<file path="config.mk">
export PLATFORM = sky130hd
export DESIGN_NAME = draw_sprites
export DESIGN_NICKNAME = d
export VERILOG_FILES = /design/src/rtl/draw_sprites.sv
export SDC_FILE = /design/constraint.sdc
export NUM_CORES = 1
export LEC_CHECK = 0
export CELL_PAD_IN_SITES_DETAIL_PLACEMENT = 0
export CELL_PAD_IN_SITES_GLOBAL_PLACEMENT = 1
export CORE_MARGIN = 2
export CORE_UTILIZATION = 50
export CTS_CLUSTER_DIAMETER = 40
export DETAILED_ROUTE_END_ITERATION = 7
export DONT_BUFFER_PORTS = 1
export GPL_TIMING_DRIVEN = 0
export PLACE_DENSITY_LB_ADDON = 0.1
export SLEW_MARGIN = 10
export SYNTH_ARGS = -nofsm -noshare
export SYNTH_HDL_FRONTEND = slang
export SYNTH_SLANG_ARGS = --single-unit
</file>
<file path="constraint.sdc">
create_clock -name pclk -period 3.9 [get_ports pclk]
set_input_delay 0.585 -clock pclk [delete_from_list [all_inputs] [get_ports pclk]]
set_output_delay 0.585 -clock pclk [all_outputs]
set_load 0.01 [all_outputs]
</file>
<file path="src/rtl/draw_sprites.sv">
// Sprite compositor: N_SPR ROM-backed sprites overlaid on a video stream.
// Three-stage pipeline aligned to a synchronous external sprite ROM.
module draw_sprites #(
    parameter int          N_SPR = 4,
    parameter int          SPR_W = 128,
    parameter int          SPR_H = 128,
    parameter int          AW    = 14,
    parameter logic [11:0] KEY   = 12'hF0F
) (
    input  logic                pclk,
    input  logic                rst_n,
    input  logic [10:0]         hcount_in,
    input  logic [10:0]         vcount_in,
    input  logic                hsync_in,
    input  logic                vsync_in,
    input  logic                hblnk_in,
    input  logic                vblnk_in,
    input  logic [11:0]         rgb_in,
    input  logic [11*N_SPR-1:0] xpos,
    input  logic [11*N_SPR-1:0] ypos,
    input  logic [N_SPR-1:0]    spr_en,
    input  logic [N_SPR-1:0]    flip_h,
    input  logic [12*N_SPR-1:0] rgb_pixel,
    output logic [AW*N_SPR-1:0] pixel_addr,
    output logic [10:0]         hcount_out,
    output logic [10:0]         vcount_out,
    output logic                hsync_out,
    output logic                vsync_out,
    output logic                hblnk_out,
    output logic                vblnk_out,
    output logic [11:0]         rgb_out,
    output logic                frame_start
);
    localparam int XW = $clog2(SPR_W);
    localparam int YW = $clog2(SPR_H);
    localparam int TW = 26;

    logic [11*N_SPR-1:0] sh_x, sh_y, eff_x, eff_y;
    logic [N_SPR-1:0]    sh_en, sh_fl, eff_en, eff_fl;
    logic [N_SPR-1:0]    hit_c, hit_d1, hit_d2;
    logic [AW*N_SPR-1:0] addr_c;
    logic [11:0]         rgb_d1, rgb_d2, rgb_c;
    logic [TW-1:0]       tim_in, tim_d1, tim_d2, tim_d3;
    logic                load, vld_d1, vld_d2;

    assign load = (hcount_in == 11'd0) && (vcount_in == 11'd0);

    // The frame origin pixel already sees the freshly loaded values
    assign eff_x  = load ? xpos   : sh_x;
    assign eff_y  = load ? ypos   : sh_y;
    assign eff_en = load ? spr_en : sh_en;
    assign eff_fl = load ? flip_h : sh_fl;

    assign tim_in = {hcount_in, vcount_in, hsync_in, vsync_in,
                     hblnk_in, vblnk_in};

    genvar g;
    for (g = 0; g < N_SPR; g++) begin : g_spr
        logic [11:0]   x12, y12, h12, v12;
        logic [XW-1:0] dx, lx;
        logic [YW-1:0] dy;
        logic          in_x, in_y;

        assign x12 = {1'b0, eff_x[11*g +: 11]};
        assign y12 = {1'b0, eff_y[11*g +: 11]};
        assign h12 = {1'b0, hcount_in};
        assign v12 = {1'b0, vcount_in};
        // 12-bit bounds keep origins near 2047 from wrapping to column 0
        assign in_x = (h12 >= x12) && (h12 < x12 + 12'(SPR_W));
        assign in_y = (v12 >= y12) && (v12 < y12 + 12'(SPR_H));
        assign dx = hcount_in[XW-1:0] - eff_x[11*g +: XW];
        assign dy = vcount_in[YW-1:0] - eff_y[11*g +: YW];
        assign lx = eff_fl[g] ? ~dx : dx;
        assign hit_c[g] = eff_en[g] && !hblnk_in && !vblnk_in
                          && in_x && in_y;
        assign addr_c[AW*g +: AW] = hit_c[g] ? AW'({dy, lx}) : '0;
    end

    // Walk from the lowest priority up so sprite 0 wins
    always_comb begin
        rgb_c = rgb_d2;
        for (int i = N_SPR - 1; i >= 0; i--) begin
            if (hit_d2[i] && (rgb_pixel[12*i +: 12] != KEY))
                rgb_c = rgb_pixel[12*i +: 12];
        end
    end

    always_ff @(posedge pclk or negedge rst_n) begin
        if (!rst_n) begin
            sh_x  <= '0;
            sh_y  <= '0;
            sh_en <= '0;
            sh_fl <= '0;
        end else if (load) begin
            sh_x  <= xpos;
            sh_y  <= ypos;
            sh_en <= spr_en;
            sh_fl <= flip_h;
        end
    end

    always_ff @(posedge pclk or negedge rst_n) begin
        if (!rst_n) begin
            pixel_addr  <= '0;
            hit_d1      <= '0;
            hit_d2      <= '0;
            rgb_d1      <= '0;
            rgb_d2      <= '0;
            rgb_out     <= '0;
            tim_d1      <= '0;
            tim_d2      <= '0;
            tim_d3      <= '0;
            vld_d1      <= 1'b0;
            vld_d2      <= 1'b0;
            frame_start <= 1'b0;
        end else begin
            pixel_addr  <= addr_c;
            hit_d1      <= hit_c;
            hit_d2      <= hit_d1;
            rgb_d1      <= rgb_in;
            rgb_d2      <= rgb_d1;
            rgb_out     <= rgb_c;
            tim_d1      <= tim_in;
            tim_d2      <= tim_d1;
            tim_d3      <= tim_d2;
            vld_d1      <= 1'b1;
            vld_d2      <= vld_d1;
            frame_start <= vld_d2 && (tim_d2[25:4] == 22'd0);
        end
    end

    assign {hcount_out, vcount_out, hsync_out, vsync_out,
            hblnk_out, vblnk_out} = tim_d3;

endmodule

</file>
; After elaboration in Yosys (flattened, before gate mapping)
; Cells that the tools add are included.
[totals]
regBits = 277
input_bits = 184
output_inout_bits = 95
word_cells = 107
[classes]
addsub = 16
magnitude_cmp = 16
n_eq_ne = 4
n_mux = 16
bitwise = 4
n_reduce_logical = 35
[ops]
columns = op, n
row1 = $add 11x8->12 const B, 8
row2 = $lt 11x12->1, 8
row3 = $ge 11x11->1, 8
row4 = $mux 44, 2
row5 = $mux 14, 4
row6 = $sub 7x7->7, 8
row7 = $mux 12, 4
row8 = $ne 12x12->1 const B, 4
row9 = $logic_and 1x1->1, 30
row10 = $mux 7, 4
row11 = $not 7->7, 4
row12 = $logic_not 11->1, 2
row13 = $logic_not 22->1, 1
row14 = $mux 4, 2
row15 = $logic_not 1->1, 2

; Depth between registers and ports, before layout
[depth]
depth_word = 9
ltp_mapped = 23
depth_no_buf = 16

; Worst setup path after synthesis
; No wires, ideal clock.
[synth_path]
kind = input to register
from = in hcount_in[4]
to = reg pixel_addr[29]
setup_ps = 73
arrival_time_ps = 5252
t_required_ps = 3827
slack_ps = -1426
cell_stages = 22
path_buffers = 6
path_cell_list = buf_2 nor4_4 nand4_4 nor2_4 buf_2 buf_1 clkbuf_1 buf_1 nand2_1 nand2_1 ha_1 inv_1 fa_1 a211o_1 o211ai_1 a21oi_1 o221a_2 a2111oi_0 o211ai_1 a221o_1 clkbuf_1 nor2_1
[synth_between]
elab_cells_between_ends = 22
classes_between = add/sub (3) / order compare (4) / mux (6) / bitwise (1) / reduce/logical (8)
[synth_rtl]
columns = item, line_no
row1 = "start, declared", 12  ; input logic [10:0] hcount_in,
row2 = $logic_not 11->1 (*), 46  ; assign load = (hcount_in == 11'd0) && (vcount_in == 11'd0);
row3 = $logic_and 1x1->1 (*), 46
row4 = $mux 44 (*), n/a
row5 = via eff_y[22], 38  ; logic [11*N_SPR-1:0] sh_x, sh_y, eff_x, eff_y;
row6 = $add 11x8->12, 70  ; assign in_y = (v12 >= y12) && (v12 < y12 + 12'(SPR_H));
row7 = $lt 11x12->1, 70
row8 = $logic_and 1x1->1 (*), 70
row9 = $logic_and 1x1->1 (*), 75  ; && in_x && in_y;
row10 = $mux 14 (*), 76  ; assign addr_c[AW*g +: AW] = hit_c[g] ? AW'({dy, lx}) : '0;
row11 = via addr_c[29], 41  ; logic [AW*N_SPR-1:0] addr_c;
row12 = "end signal, assigned", 117  ; pixel_addr <= addr_c;
row13 = "end, declared", 24  ; output logic [AW*N_SPR-1:0] pixel_addr,
; Mark *: on every way through the listed nets, which the timed path passes. The rest lies on a longest branch.

; Worst setup path after layout
[layout_path]
from = in hcount_in[4]
to = reg pixel_addr[5]
[layout_between]
elab_chain_cells = 9
elab_cells_between_ends = 22
classes_between = add/sub (3) / order compare (4) / mux (6) / bitwise (1) / reduce/logical (8)
[layout_rtl]
columns = item, line_no
row1 = $logic_not 11->1 (*), 46
row2 = $logic_and 1x1->1 (*), 46
row3 = $mux 44 (*), n/a
row4 = via eff_x[7], 38
row5 = $add 11x8->12, 69  ; assign in_x = (h12 >= x12) && (h12 < x12 + 12'(SPR_W));
row6 = $lt 11x12->1, 69
row7 = $logic_and 1x1->1 (*), 69
row8 = $logic_and 1x1->1 (*) (2 in a row), 75
row9 = $mux 14 (*), 76
row10 = via addr_c[5], 41
; Marked as above.

==> results.sh <==
export IMPL_syn_inst=1328
export IMPL_slew_violations=0
export IMPL_die_y_um=172.8
export IMPL_synth_edf_count=0
export IMPL_ys_async_sr_fraction=1.000
export IMPL_root_buffer="clkbuf_16"
export IMPL_period_share=1.079
export IMPL_h_tree_depth=2
export IMPL_synth_distinct_cells=82
export IMPL_fmax_mhz=237.6
export IMPL_area_growth_pct=25.68
export IMPL_track_usage=0.2809
export IMPL_dpl_cell_area_sq_mm=0.01487
export IMPL_fin_area_sq_mm=0.01791
export IMPL_netlist_area_sq_mm=0.01425
export IMPL_yosys_warnings=0
export IMPL_clk_pin_slew_worst_paths_ns=0.06
export IMPL_r2r_start="sh_x[7]$_DFF_PN0_"
export IMPL_dr_total_vias=10498
export IMPL_ys_top_cells_by_area="dfrtp_1 (49%), ha_1 (10%), mux2i_1 (5.7%), xnor2_1 (3.9%), inv_1 (3.2%)"
export IMPL_place_hpwl_um=29390
export IMPL_synth_top_area_cell="dfrtp_1"
export IMPL_gp_congestion=0.9067
export IMPL_drt_wl_total_um=42390
export IMPL_utilization=0.6413
export IMPL_insertion_delay_ns=0.53
export IMPL_num_fill_cells=2262
export IMPL_finalSetupViolCount=55
export IMPL_synth_most_common_cell="dfrtp_1"
export IMPL_synth_simple_area_share=0.1246
export IMPL_p_leak_uw=0.008897
export IMPL_critPathCaptureType="flop"
export IMPL_hold_viol=277
export IMPL_layout_nets=1766
export IMPL_worst_hold_slack_ns=-0.2393
export IMPL_post_route_min_period_ns=4.209
export IMPL_grt_pass1_wl_um=64030
export IMPL_cts_tree="built"
export IMPL_yosysSeqAreaShare=0.4863
export IMPL_wl_per_cell_um=22.74
export IMPL_r2r_slack_ns=0.49
export IMPL_synth_seq_cells=277
export IMPL_drv_cap=0
export IMPL_outcome="complete, but fails checks"
export IMPL_ys_flop_type="dfrtp_1"
export IMPL_die_area_sq_mm=0.02987
export IMPL_multi_input_area_sq_mm=0.007482
export IMPL_setup_slack_ns=-0.3093
export IMPL_synth_mux_area_frac=0.06118
export IMPL_min_path_type="primary input to async pin"
export IMPL_die_x_um=172.8
export IMPL_synth_compound_area_frac=0.1128
export IMPL_regArea_sq_mm=0.006932
export IMPL_num_rows=61
export IMPL_drive_above_1_share=0.2194
export IMPL_ir_drop_v=0.0002811
export IMPL_start_kind="primary input"
export IMPL_antenna_found_initial=0
export IMPL_synthXorXnorAreaFrac=0.05293
export IMPL_io_pins=279
export IMPL_criticalPathCategory="primary input to flop"
export IMPL_coreArea_sq_mm=0.02793
export IMPL_regToRegEndpoint="pixel_addr[5]$_DFF_PN0_"
export IMPL_syn_area_per_cell_sq_um=10.73
export IMPL_rr_worst_depth=13
export IMPL_io_buffer_count=0
export IMPL_drtIter0Drc=690
export IMPL_cp_data_required_time_ns=4.35
export IMPL_violations="negative hold slack, negative setup slack"
export IMPL_synth_top_area_share=0.4863
export IMPL_synth_top_family_by_area="simple AND/OR/NAND/NOR gates"
export IMPL_pwr_density_cell_mw_per_mm2=390.9
export IMPL_finClkSkew_ns=0.01969
export IMPL_grt_pass1_vias=10844
export IMPL_drc_errors=0
export IMPL_first_pass_iters=5
export IMPL_cts_sinks=277
export IMPL_num_antenna_cells=0
export IMPL_initial_core_util=0.5103
export IMPL_rsz0062_at_grt="true"
export IMPL_grt_max_degree=278
export IMPL_slew_headroom=0.2533
export IMPL_grt_overflow_total=0
export IMPL_synthAdderAreaFrac=0.1190
export IMPL_syn_nets=1637
export IMPL_cts_inserted_buffers=40
export IMPL_vias_per_cell=5.632
export IMPL_cts_max_path_buffers=3
export IMPL_worstPathArrival_ns=4.66
export IMPL_tightestPinTransition_ns=1.089
export IMPL_critPathMaxFanout=6
export IMPL_ys_top_cells_by_count="dfrtp_1 (277), inv_1 (123), ha_1 (117), nand2_1 (107), nor2_1 (88)"
export IMPL_ant_nets=0
==> registers in the layout, indices dropped and copies added (netlist names) <==
| register | flops |
|---|---|
| frame_start | 1 |
| hit_d1 | 4 |
| hit_d2 | 4 |
| pixel_addr | 56 |
| rgb_d1 | 12 |
| rgb_d2 | 12 |
| rgb_out | 12 |
| sh_en | 4 |
| sh_fl | 4 |
| sh_x | 44 |
| sh_y | 44 |
| tim_d1 | 26 |
| tim_d2 | 26 |
| tim_d3 | 26 |
| vld_d1 | 1 |
| vld_d2 | 1 |
==> timing repair <==
action                                  CTS  global route
setup buffers                            62            29
cloned                                    2             1
hold endpoints to repair                277           277
endpoints found under the setup margin   60            61
pin swaps                                28            30
resized for setup                       124            97
==> where the power goes <==
group	switching (uW)	internal (uW)	leakage, uW
registers	32.6	2940	0.00359
clock network	1330	2290	0.000654
logic	216	190	0.00465
==> worst max-delay path, stage by stage <==
cell and delay (ns):
buf_12 0.11, nor4_4 0.28, and4_1 0.25, buf_6 0.12
nand2_8 0.05, buf_12 0.15, buf_12 0.15, mux2i_4 0.20
inv_2 0.08, ha_4 0.17, xor2_2 0.17, ha_1 0.32
and4b_1 0.21, a21oi_2 0.14, nand2_1 0.06, a2111o_1 0.37
a211o_1 0.26, or4b_4 0.65, buf_12 0.20, nor2_4 0.11
==> final cells by class <==
type / instances / area share
Buffer: 29 / 0.02012
Clock buffer: 49 / 0.06174
Clock inverter: 22 / 0.01397
Inverter: 124 / 0.02654
Multi-Input combinational cell: 896 / 0.4177
Sequential cell: 277 / 0.3870
Tap cell: 378 / 0.02640
Timing Repair Buffer: 89 / 0.04659
==> worst max path at each step <==
| stage | startpoint | to | slack [ns] | cells past startpoint |
|---|---|---|---|---|
| 3_5_place_dp | vcount_in[4] | pixel_addr[42]$_DFF_PN0_ | -2.11 | 20 |
| 5_1_grt | hcount_in[4] | pixel_addr[2]$_DFF_PN0_ | -0.44 | 20 |
| 2_1_floorplan | hcount_in[4] | pixel_addr[2]$_DFF_PN0_ | -0.68 | 23 |
| 3_3_place_gp | hcount_in[5] | pixel_addr[53]$_DFF_PN0_ | -2.19 | 21 |
| 4_1_cts | hcount_in[4] | pixel_addr[32]$_DFF_PN0_ | -0.30 | 22 |
| 6_report | hcount_in[4] | pixel_addr[5]$_DFF_PN0_ | -0.31 | 20 |
==> cells in the final DEF, fill, tap and decap left out, drive strengths merged, types with 18 or more instances in the layout <==
cell type  count
ha           117
xor2          18
xnor2         63
nor3          18
inv          127
nand2        108
dfrtp        277
nor2          96
buf          103
a21o          27
o21ai         46
clkbuf        63
nand3         38
a21oi         70
mux2i         83
==> per-layer routing <==
metal  GRT usage  wire length, um  up-vias
met1      0.3609            17810     5156
li1            -                -     4904
met2      0.4683            20150      360
met5           0                0        -
met4     0.09463             1383        0
met3     0.06662             3050       78
==> logic make-up (layout without fill, tap and decap cells) <==
family,count (synthesis),in the layout
adders and majority gates,132,132
and+or+nand+nor,349,349
AOI/OAI and AO/OA,245,245
DFF,277,277
buffers and inverters,155,313
other,1,1
xor gates and xnor gates,83,83
muxes,86,86
==> through the flow <==
step | power, uW | cells | TNS (ns) | setup WS (ns)
floorplan | 3294 | 1328 | -30.10 | -0.6791
global placement | 3364 | 1706 | -112.34 | -2.190
detailed placement | 3371 | 1706 | -111.64 | -2.107
CTS | 7026 | 1841 | -11.34 | -0.2955
global route | 7237 | 1864 | -18.15 | -0.4393
finish | 7003 | 1864 | -11.02 | -0.3093
No activity file was read; power rests on OpenSTA's default activity.
